## src/rtl/btb_sa.sv

```systemverilog
// Set-associative branch target buffer: tree pseudo-LRU replacement, combinational lookup.
// Define BTB_SA_COUNTER_EN to add 2-bit saturating direction counters per entry.
module btb_sa #(
    parameter int WIDTH = 16,
    parameter int SETS  = 8,
    parameter int WAYS  = 4
) (
    input  logic             clk,
    input  logic             rst,
    input  logic             flush,
    input  logic             lookup_en,
    input  logic [WIDTH-1:0] lookup_pc,
    output logic             hit,
    output logic             predict_taken,
    output logic [WIDTH-1:0] target,
    input  logic             upd_valid,
    input  logic [WIDTH-1:0] upd_pc,
    input  logic             upd_taken,
    input  logic [WIDTH-1:0] upd_target
);
    localparam int IDX_W = $clog2(SETS);
    localparam int LVL   = $clog2(WAYS);
    localparam int TAG_W = WIDTH - IDX_W - 1;
    localparam int NODES = WAYS - 1;

    logic [WAYS-1:0]  valid_reg  [SETS];
    logic [TAG_W-1:0] tag_reg    [SETS][WAYS];
    logic [WIDTH-1:0] target_reg [SETS][WAYS];
    logic [NODES-1:0] plru_reg   [SETS];
`ifdef BTB_SA_COUNTER_EN
    logic [1:0]       ctr_reg    [SETS][WAYS];
`endif

    // Heap-ordered tree: node n has children 2n+1 (left) and 2n+2 (right).
    function automatic logic [LVL-1:0] plru_victim(input logic [NODES-1:0] bits);
        int node;
        node = 0;
        for (int l = 0; l < LVL; l++)
            node = bits[node] ? 2 * node + 2 : 2 * node + 1;
        return LVL'(node - NODES);
    endfunction

    function automatic logic [NODES-1:0] plru_touch(input logic [NODES-1:0] bits,
                                                    input logic [LVL-1:0]   way);
        logic [NODES-1:0] r;
        int node;
        r    = bits;
        node = 0;
        for (int l = 0; l < LVL; l++) begin
            r[node] = ~way[LVL-1-l];
            node    = way[LVL-1-l] ? 2 * node + 2 : 2 * node + 1;
        end
        return r;
    endfunction

    logic [IDX_W-1:0] lk_idx, upd_idx;
    logic [TAG_W-1:0] lk_tag, upd_tag;
    logic [WAYS-1:0]  lk_match, upd_match;
    logic [LVL-1:0]   lk_way, upd_way, inv_way, alloc_way, touch_way;
    logic             lk_any, upd_any, upd_hit, alloc, upd_touch, lk_touch;
    logic             unused_bits;

    assign lk_idx      = lookup_pc[IDX_W:1];
    assign lk_tag      = lookup_pc[WIDTH-1:IDX_W+1];
    assign upd_idx     = upd_pc[IDX_W:1];
    assign upd_tag     = upd_pc[WIDTH-1:IDX_W+1];
    assign unused_bits = &{1'b0, lookup_pc[0], upd_pc[0]};

    for (genvar gi = 0; gi < WAYS; gi++) begin : g_match
        assign lk_match[gi]  = valid_reg[lk_idx][gi]  && (tag_reg[lk_idx][gi]  == lk_tag);
        assign upd_match[gi] = valid_reg[upd_idx][gi] && (tag_reg[upd_idx][gi] == upd_tag);
    end

    // Descending scans so the lowest-numbered candidate is the one that sticks.
    always_comb begin
        lk_way  = '0;
        lk_any  = 1'b0;
        upd_way = '0;
        upd_any = 1'b0;
        inv_way = '0;
        for (int w = WAYS - 1; w >= 0; w--) begin
            if (lk_match[w]) begin
                lk_any = 1'b1;
                lk_way = LVL'(w);
            end
            if (upd_match[w]) begin
                upd_any = 1'b1;
                upd_way = LVL'(w);
            end
            if (!valid_reg[upd_idx][w])
                inv_way = LVL'(w);
        end
    end

    assign hit    = lookup_en & lk_any;
    assign target = hit ? target_reg[lk_idx][lk_way] : '0;
`ifdef BTB_SA_COUNTER_EN
    assign predict_taken = hit & ctr_reg[lk_idx][lk_way][1];
`else
    assign predict_taken = hit;
`endif

    assign upd_hit   = upd_valid & upd_any;
    assign alloc     = upd_valid & ~upd_any & upd_taken;
    assign alloc_way = (&valid_reg[upd_idx]) ? plru_victim(plru_reg[upd_idx]) : inv_way;
`ifdef BTB_SA_COUNTER_EN
    assign upd_touch = upd_hit | alloc;
`else
    assign upd_touch = (upd_hit & upd_taken) | alloc;
`endif
    assign touch_way = upd_hit ? upd_way : alloc_way;
    // Update touch wins when both land in the same set.
    assign lk_touch  = hit & ~(upd_touch & (upd_idx == lk_idx));

    always_ff @(posedge clk) begin
        if (rst) begin
            for (int s = 0; s < SETS; s++) begin
                valid_reg[s] <= '0;
                plru_reg[s]  <= '0;
`ifdef BTB_SA_COUNTER_EN
                for (int w = 0; w < WAYS; w++)
                    ctr_reg[s][w] <= 2'b00;
`endif
            end
        end else if (flush) begin
            for (int s = 0; s < SETS; s++)
                valid_reg[s] <= '0;
        end else begin
            if (upd_hit) begin
                if (upd_taken) begin
                    target_reg[upd_idx][upd_way] <= upd_target;
`ifdef BTB_SA_COUNTER_EN
                    if (ctr_reg[upd_idx][upd_way] != 2'b11)
                        ctr_reg[upd_idx][upd_way] <= ctr_reg[upd_idx][upd_way] + 2'd1;
`endif
                end else begin
`ifdef BTB_SA_COUNTER_EN
                    if (ctr_reg[upd_idx][upd_way] != 2'b00)
                        ctr_reg[upd_idx][upd_way] <= ctr_reg[upd_idx][upd_way] - 2'd1;
`else
                    valid_reg[upd_idx][upd_way] <= 1'b0;
`endif
                end
            end
            if (alloc) begin
                valid_reg[upd_idx][alloc_way]  <= 1'b1;
                tag_reg[upd_idx][alloc_way]    <= upd_tag;
                target_reg[upd_idx][alloc_way] <= upd_target;
`ifdef BTB_SA_COUNTER_EN
                ctr_reg[upd_idx][alloc_way]    <= 2'b10;
`endif
            end
            if (upd_touch)
                plru_reg[upd_idx] <= plru_touch(plru_reg[upd_idx], touch_way);
            if (lk_touch)
                plru_reg[lk_idx] <= plru_touch(plru_reg[lk_idx], lk_way);
        end
    end
endmodule

```

## config.mk

```make
export PLATFORM = sky130hd
export DESIGN_NAME = btb_sa
export DESIGN_NICKNAME = d
export VERILOG_FILES = /design/src/rtl/btb_sa.sv
export SDC_FILE = /design/constraint.sdc
export NUM_CORES = 1
export LEC_CHECK = 0
export ABC_AREA = 0
export CAP_MARGIN = 25
export CORE_ASPECT_RATIO = 0.6
export CORE_MARGIN = 2
export CORE_UTILIZATION = 50
export DETAILED_ROUTE_END_ITERATION = 10
export DONT_BUFFER_PORTS = 1
export GPL_ROUTABILITY_DRIVEN = 0
export SLEW_MARGIN = 40
export SYNTH_ARGS = -nofsm -noshare
export SYNTH_HDL_FRONTEND = slang
export SYNTH_SLANG_ARGS = --single-unit
```

## constraint.sdc

```tcl
create_clock -name clk -period 5.08 [get_ports clk]
set_input_delay 0.762 -clock clk [delete_from_list [all_inputs] [get_ports clk]]
set_output_delay 0.762 -clock clk [all_outputs]
set_load 0.005 [all_outputs]
```

==> impl_metrics.tcl, run 1 <==
set metrics [dict create \
    run_status "finished with violations" \
    violations "setup timing" \
    critPathLaunchType "input port" \
    ir_worst_vdd_uv 300 \
    mapped_nets 2611 \
    clkTransAtPathRegs_ns 0.07 \
    grt_pass1_vias 25209 \
    routed-via-count 26104 \
    via_per_inst 6.82 \
    grt_util_all_layers_pct 30.3 \
    hp-class "input port to flop" \
    synth_compound_gate_area_share_pct 8.96 \
    clkSinkCount 952 \
    fraction_of_layout_instances_using_a_drive_strength_above_1_pct 22.8 \
    timing.fmax_ghz 0.194 \
    final_min_period_over_clock_period_pct 101 \
    routedWlPerCell_um 33.7 \
    final_core_util_pct 57.9 \
    ant_nets 0 \
    final_nets 2732 \
    ioPinCount 72 \
    final_area_um2 47400 \
    synth-seq-area-share_pct 68.7 \
    timing_worst_slew_pin_value_ns 0.891 \
    grt_antenna_before_repair 3 \
    design.core.area_um2 81900 \
    p_leak_nw 15.4 \
    cts_hold_buf 0 \
    clk_root_buffer_cell "sky130_fd_sc_hd__clkbuf_16" \
    syn_area_um2 41600 \
    synth_seq_cells 952 \
    synthMostInstantiatedCell "sky130_fd_sc_hd__edfxtp_1" \
    min_from "upd_target[9]" \
    synth-edff-count 952 \
    synthSimpleGateAreaFrac_pct 4.88 \
    top_flip_flop_cell_by_instance_count_after_synthesis "sky130_fd_sc_hd__edfxtp_1" \
    power.total_mw 16.6 \
    die-width_um 376 \
    synth.lib_cells_used.distinct 80 \
    finalMaxSlewViolations 0 \
    gr-total-overflow 0 \
    cp_data_arrival_time_ns 4.39 \
    global_route_wire_length_before_repair_mm 184 \
    yosys.area.top_type "sky130_fd_sc_hd__edfxtp_1" \
    tritoncts_clock_tree "done" \
    synth-xor-area-share_pct 1.87 \
    critical_path.slowest_cell "sky130_fd_sc_hd__mux4_2" \
    finalCriticalPeriod_ns 5.15 \
    route.final.wire_length_mm 129 \
    synth.mux.area_fraction_pct 13.1 \
    drtIter0Drc 4226 \
    cp_cell_sequence "mux4_2 > mux2i_4 > xor2_1 > nand4_1 > or4_4 > or4_4 > or2b_4 > o21bai_2 > buf_4 > a2111oi_2" \
    post-synth-top-area-fraction_pct 68.7 \
    setup-violations-final 13 \
    drt_first_pass_iters 6 \
    synth_async_sr_flop_share_pct 0 \
    max_cap_violation_count 0 \
    maximum_fanout_along_the_worst_path 204 \
    r2r_cells 12 \
    clock_path_buffers 3 \
    cts_buffers 88 \
    syn_to_final_growth_pct 14.0 \
    synthesis.instances 2557 \
    die_y_um 227 \
    fill_cells 6169 \
    placement_rows 81 \
    fin_worst_skew_ns 0.0273 \
    timing.rr.end "target_reg[3][62]" \
    synth.avg_cell_area_um2 16.3 \
    die_area_um2 85600 \
    max_slew_margin_pct 40.5 \
    unrepaired_setup_endpoints_after_global_routing "no" \
    hpwl_mm 80.4 \
    dpl-instance-area_um2 44200 \
    synth.cells.most_frequent "sky130_fd_sc_hd__edfxtp_1 (952), sky130_fd_sc_hd__o22ai_1 (197), sky130_fd_sc_hd__nor2_1 (178)" \
    reg2reg_launch_point "tag_reg[7][35]" \
    count_of_buffers_from_port_buffering 0 \
    grt_max_degree 205 \
    ranking_of_synthesized_cells_by_area "sky130_fd_sc_hd__edfxtp_1 (69%), sky130_fd_sc_hd__mux4_2 (7.2%), sky130_fd_sc_hd__mux2i_1 (4.2%)" \
    insertion_delay_ns 0.70 \
    hold_end "target_reg[6][9]" \
    synthAdderAreaFrac_pct 0 \
    endpoint_kind "output port" \
    synth_top_family_by_area "multiplexers" \
    pwr_density_cell_nw_per_um2 350 \
    timing_hold_violations_final 0 \
    critical_path_class "input port to output port" \
    synthesis.yosys.warnings 0 \
    required_arrival_time_at_the_worst_endpoint_ns 4.32 \
    floorplan.initialDensity_pct 50.8 \
    max_stage_delay_ns 0.72 \
    worst_slack_ns -0.0735 \
    hold_depth 0 \
    preCtsSetupSlack_ns -0.120 \
    diodes 0 \
    cts_max_level 3 \
    largest_register_ffs 512 \
    cell_mode_on_critical_path "sky130_fd_sc_hd__or4_4" \
    setup.reg_to_reg.worst_slack_ns 0.91 \
    remaining_drc_errors 0 \
]
layout by cell type, fill, tap and decap left out, types with 46 or more instances in the layout:
cell,Yosys,final
sky130_fd_sc_hd__nor2_1,178,150
sky130_fd_sc_hd__buf_12,1,46
sky130_fd_sc_hd__clkbuf_16,0,88
sky130_fd_sc_hd__nand2_1,74,66
sky130_fd_sc_hd__mux4_2,133,133
sky130_fd_sc_hd__o22ai_1,197,197
sky130_fd_sc_hd__a21oi_1,59,56
sky130_fd_sc_hd__o21ai_0,64,63
sky130_fd_sc_hd__buf_4,18,166
sky130_fd_sc_hd__mux2i_1,175,172
sky130_fd_sc_hd__xnor2_1,57,57
sky130_fd_sc_hd__edfxtp_1,952,952
sky130_fd_sc_hd__mux2_2,62,62
cell type report:
class	instances	area (um2)	share of cell area (%)
clock buffer	98	2240	4.72
multi-input combinational	1410	12200	25.8
inverter	13	48.8	0.103
sequential	952	28600	60.3
tap	1079	1350	2.85
clock inverter	65	791	1.67
timing repair buffer	213	2180	4.59
logic make-up (layout without fill, tap and decap cells):
kind of cell	count (synthesis)	after routing
AND/OR/NAND/NOR	416	416
buffers and inverters	196	389
AO/OA/AOI/OAI	533	534
XOR/XNOR	89	89
flip-flops	952	952
multiplexers	371	371
per-layer routing:
metal	share of wire [%]	GRT usage (%)
met5	0	0
met4	1.9	6.75
met3	14	10.6
met2	41	41.1
met1	43	46.8
worst max-delay path: cells and delay by family:
kind	cells	cell delay [ns]
xor gates and xnor gates	1	0.17
AOI/OAI and AO/OA	2	0.64
muxes	2	0.90
and+or+nand+nor	4	1.33
buffers and inverters	1	0.25
per-stage QoR:
step | hold WS, ns | instances | setup TNS [ns]
after floorplan | 0.861 | 2557 | 0
after global placement | 0.863 | 3663 | -0.00624
after detailed placement | 0.862 | 3663 | -0.244
after CTS | 0.112 | 3829 | 0
after global routing | 0.125 | 3830 | 0
final | 0.159 | 3830 | -0.529
what timing repair did:
item / CTS / global route
pin swaps: 7 / 3
resized for setup: 14 / 6
setup buffers: 2 / 1
cloned: 1 / 0
endpoints found under the setup margin: 16 / 15
worst max path at each step:
| stage | startpoint | end | slack, ns | cells after the start |
|---|---|---|---|---|
| 2_1_floorplan | upd_pc[2] | target_reg[0][16] | 0.51 | 12 |
| 3_3_place_gp | lookup_pc[1] | target[15] | -0.006 | 12 |
| 3_5_place_dp | lookup_pc[1] | target[15] | -0.12 | 12 |
| 4_1_cts | tag_reg[3][2] | target[11] | 0.03 | 10 |
| 5_1_grt | lookup_pc[1] | target[1] | 0.02 | 13 |
| 6_report | lookup_pc[1] | target[11] | -0.07 | 10 |
power breakdown:
part	leakage, nW	switching [mW]	internal [mW]
clock	1.46	3.05	3.98
sequential	8.65	0.0142	8.67
combinational	5.28	0.501	0.396
(Power assumes the default switching activity.)
==> run 2, diff against run 1 <==
--- a/config.mk
+++ b/config.mk
@@ -13,6 +13,7 @@
 export DETAILED_ROUTE_END_ITERATION = 10
 export DONT_BUFFER_PORTS = 1
 export GPL_ROUTABILITY_DRIVEN = 0
+export SETUP_SLACK_MARGIN = 0.05
 export SLEW_MARGIN = 40
 export SYNTH_ARGS = -nofsm -noshare
 export SYNTH_HDL_FRONTEND = slang
==> constraint.sdc (replaced) <==
create_clock -name clk -period 5.1 [get_ports clk]
set_input_delay 0.765 -clock clk [delete_from_list [all_inputs] [get_ports clk]]
set_output_delay 0.765 -clock clk [all_outputs]
set_load 0.005 [all_outputs]
==> run 2 against run 1 <==
Effect of this change: the flow now finishes without violations; via count down 0.44%; hold slack better by 0.0025 ns; global-route usage down 0.051 points; non-clock buffer count down 1; final cell count about the same; largest power group unchanged.
==> impl_metrics.tcl, run 2 (same netlist as run 1, synthesis figures left out) <==
set metrics [dict create \
    run_status "finished, final reports clean" \
    critPathLaunchType "input port" \
    endpoint_kind "output port" \
    preCtsSetupSlack_ns 0.0141 \
    clock_power_share_pct 41.5 \
    max_slew_margin_pct 34.2 \
    ant_nets 0 \
    final_nets 2733 \
    final_area_um2 47300 \
    timing_hold_violations_final 0 \
    timing.fmax_ghz 0.197 \
    setup-violations-final 0 \
    route.final.wire_length_mm 129 \
    via_per_inst 6.78 \
    hold_ws_ns 0.162 \
    max_cap_violation_count 0 \
    finalMaxSlewViolations 0 \
    grt_util_all_layers_pct 30.3 \
    final_min_period_over_clock_period_pct 99.4 \
    power.total_mw 16.3 \
    cts_max_level 3 \
    ioPinCount 72 \
    insertion_delay_ns 0.70 \
    clkSinkCount 952 \
    die_y_um 227 \
    p_leak_nw 15.3 \
    grt_antenna_before_repair 3 \
    fin_worst_skew_ns 0.0345 \
    cellInternalPower_mw 12.8 \
    die_area_um2 85600 \
    drt_first_pass_iters 6 \
    r2r_cells 12 \
    largest_register_ffs 512 \
    tritoncts_clock_tree "done" \
    dpl.cell_count 3664 \
    critical_path_class "input port to output port" \
    switching_power_mw 3.50 \
    final_cell_mix "sky130_fd_sc_hd__edfxtp_1 (952), sky130_fd_sc_hd__o22ai_1 (197), sky130_fd_sc_hd__mux2i_1 (173)" \
    gr-total-overflow 0 \
    floorplan.initialDensity_pct 50.8 \
    hp-class "input port to flop" \
    routedWlPerCell_um 33.6 \
    worst_slack_ns 0.0282 \
    comb_power_share_pct 5.4 \
    ir_worst_vdd_uv 232 \
    global_route_wire_length_before_repair_mm 183 \
    die-width_um 376 \
    finalCriticalPeriod_ns 5.07 \
    placement_rows 81 \
    clk_root_buffer_cell "sky130_fd_sc_hd__clkbuf_16" \
    maximum_fanout_along_the_worst_path 204 \
    fraction_of_layout_instances_using_a_drive_strength_above_1_pct 22.5 \
    grt_pass1_vias 25164 \
    unrepaired_setup_endpoints_after_global_routing "yes" \
    routed-via-count 25988 \
    syn_to_final_growth_pct 13.6 \
    remaining_drc_errors 0 \
    fill_cells 6187 \
    timing_worst_slew_pin_value_ns 0.977 \
    cts_buffers 90 \
    dpl-instance-area_um2 44200 \
    p_sw_share_pct 21.5 \
    hold_depth 0 \
    post_layout_nonfiller_instances 3831 \
    drtIter0Drc 4150 \
    required_arrival_time_at_the_worst_endpoint_ns 4.34 \
    design.core.area_um2 81900 \
    clkTransAtPathRegs_ns 0.06 \
    final_core_util_pct 57.7 \
    layout.cells.most_common "sky130_fd_sc_hd__edfxtp_1" \
    diodes 0 \
    hpwl_mm 80.7 \
    power_frac_seq_pct 53.1 \
    pwr_density_cell_nw_per_um2 345 \
    clock_path_buffers 3 \
    count_of_buffers_from_port_buffering 0 \
    fin_tns_setup_ns 0 \
    cp_data_arrival_time_ns 4.31 \
    grt_max_degree 205 \
]
-- run 2: critical path, cell delays in order --
cell and delay (ns):
sky130_fd_sc_hd__mux4_2 0.66, sky130_fd_sc_hd__mux2i_4 0.19, sky130_fd_sc_hd__xor2_1 0.17, sky130_fd_sc_hd__nand4_1 0.13
sky130_fd_sc_hd__or4_4 0.45, sky130_fd_sc_hd__or4_4 0.47, sky130_fd_sc_hd__or2b_4 0.29, sky130_fd_sc_hd__buf_4 0.14
sky130_fd_sc_hd__o21ai_4 0.06, sky130_fd_sc_hd__buf_12 0.17, sky130_fd_sc_hd__a2111oi_1 0.33, sky130_fd_sc_hd__buf_4 0.19
-- run 2: power by group through the flow --
stage	sequential (mW)	combinational (mW)	clock, mW
2_1_floorplan	8.81	0.669	0
3_3_place_gp	8.81	0.854	0
3_5_place_dp	8.82	0.859	0
4_1_cts	8.65	0.866	6.83
5_1_grt	8.65	0.930	7.12
6_report	8.65	0.887	6.75
-- run 2: layout make-up --
type	count	area [um2]	area share, %
repair buffers	212	2110	4.47
clock inverters	55	582	1.23
well taps	1079	1350	2.86
inverters	13	48.8	0.103
flip-flops and latches	952	28600	60.5
multi-input cells	1410	12200	25.9
clock buffers	110	2350	4.97
-- run 2: worst paths after layout --
path                                      from                end  slack [ns]
worst max-delay path              lookup_pc[1]          target[0]        0.03
worst min-delay path             upd_target[1]  target_reg[7][49]        0.16
worst max register to register  tag_reg[4][35]  target_reg[0][48]        0.99
worst min register to register  plru_reg[5][1]     plru_reg[6][1]        1.20
-- run 2: metal layers --
layer  GRT usage [%]  routed length, um  up-vias
li1                -                  -    10699
met1            47.6              55300    13419
met2            41.2              53000     1682
met3            8.71              17600      186
met4            7.28               2720        2
met5               0                167        -
-- run 2: timing repair --
item | in CTS | in global routing
endpoints found under the hold margin | 0 | 0
resized for setup | 11 | 9
setup buffers | 0 | 1
hold buffers | 0 | 0
pin swaps | 7 | 6
setup endpoints to repair | 16 | 16
cloned | 1 | 0
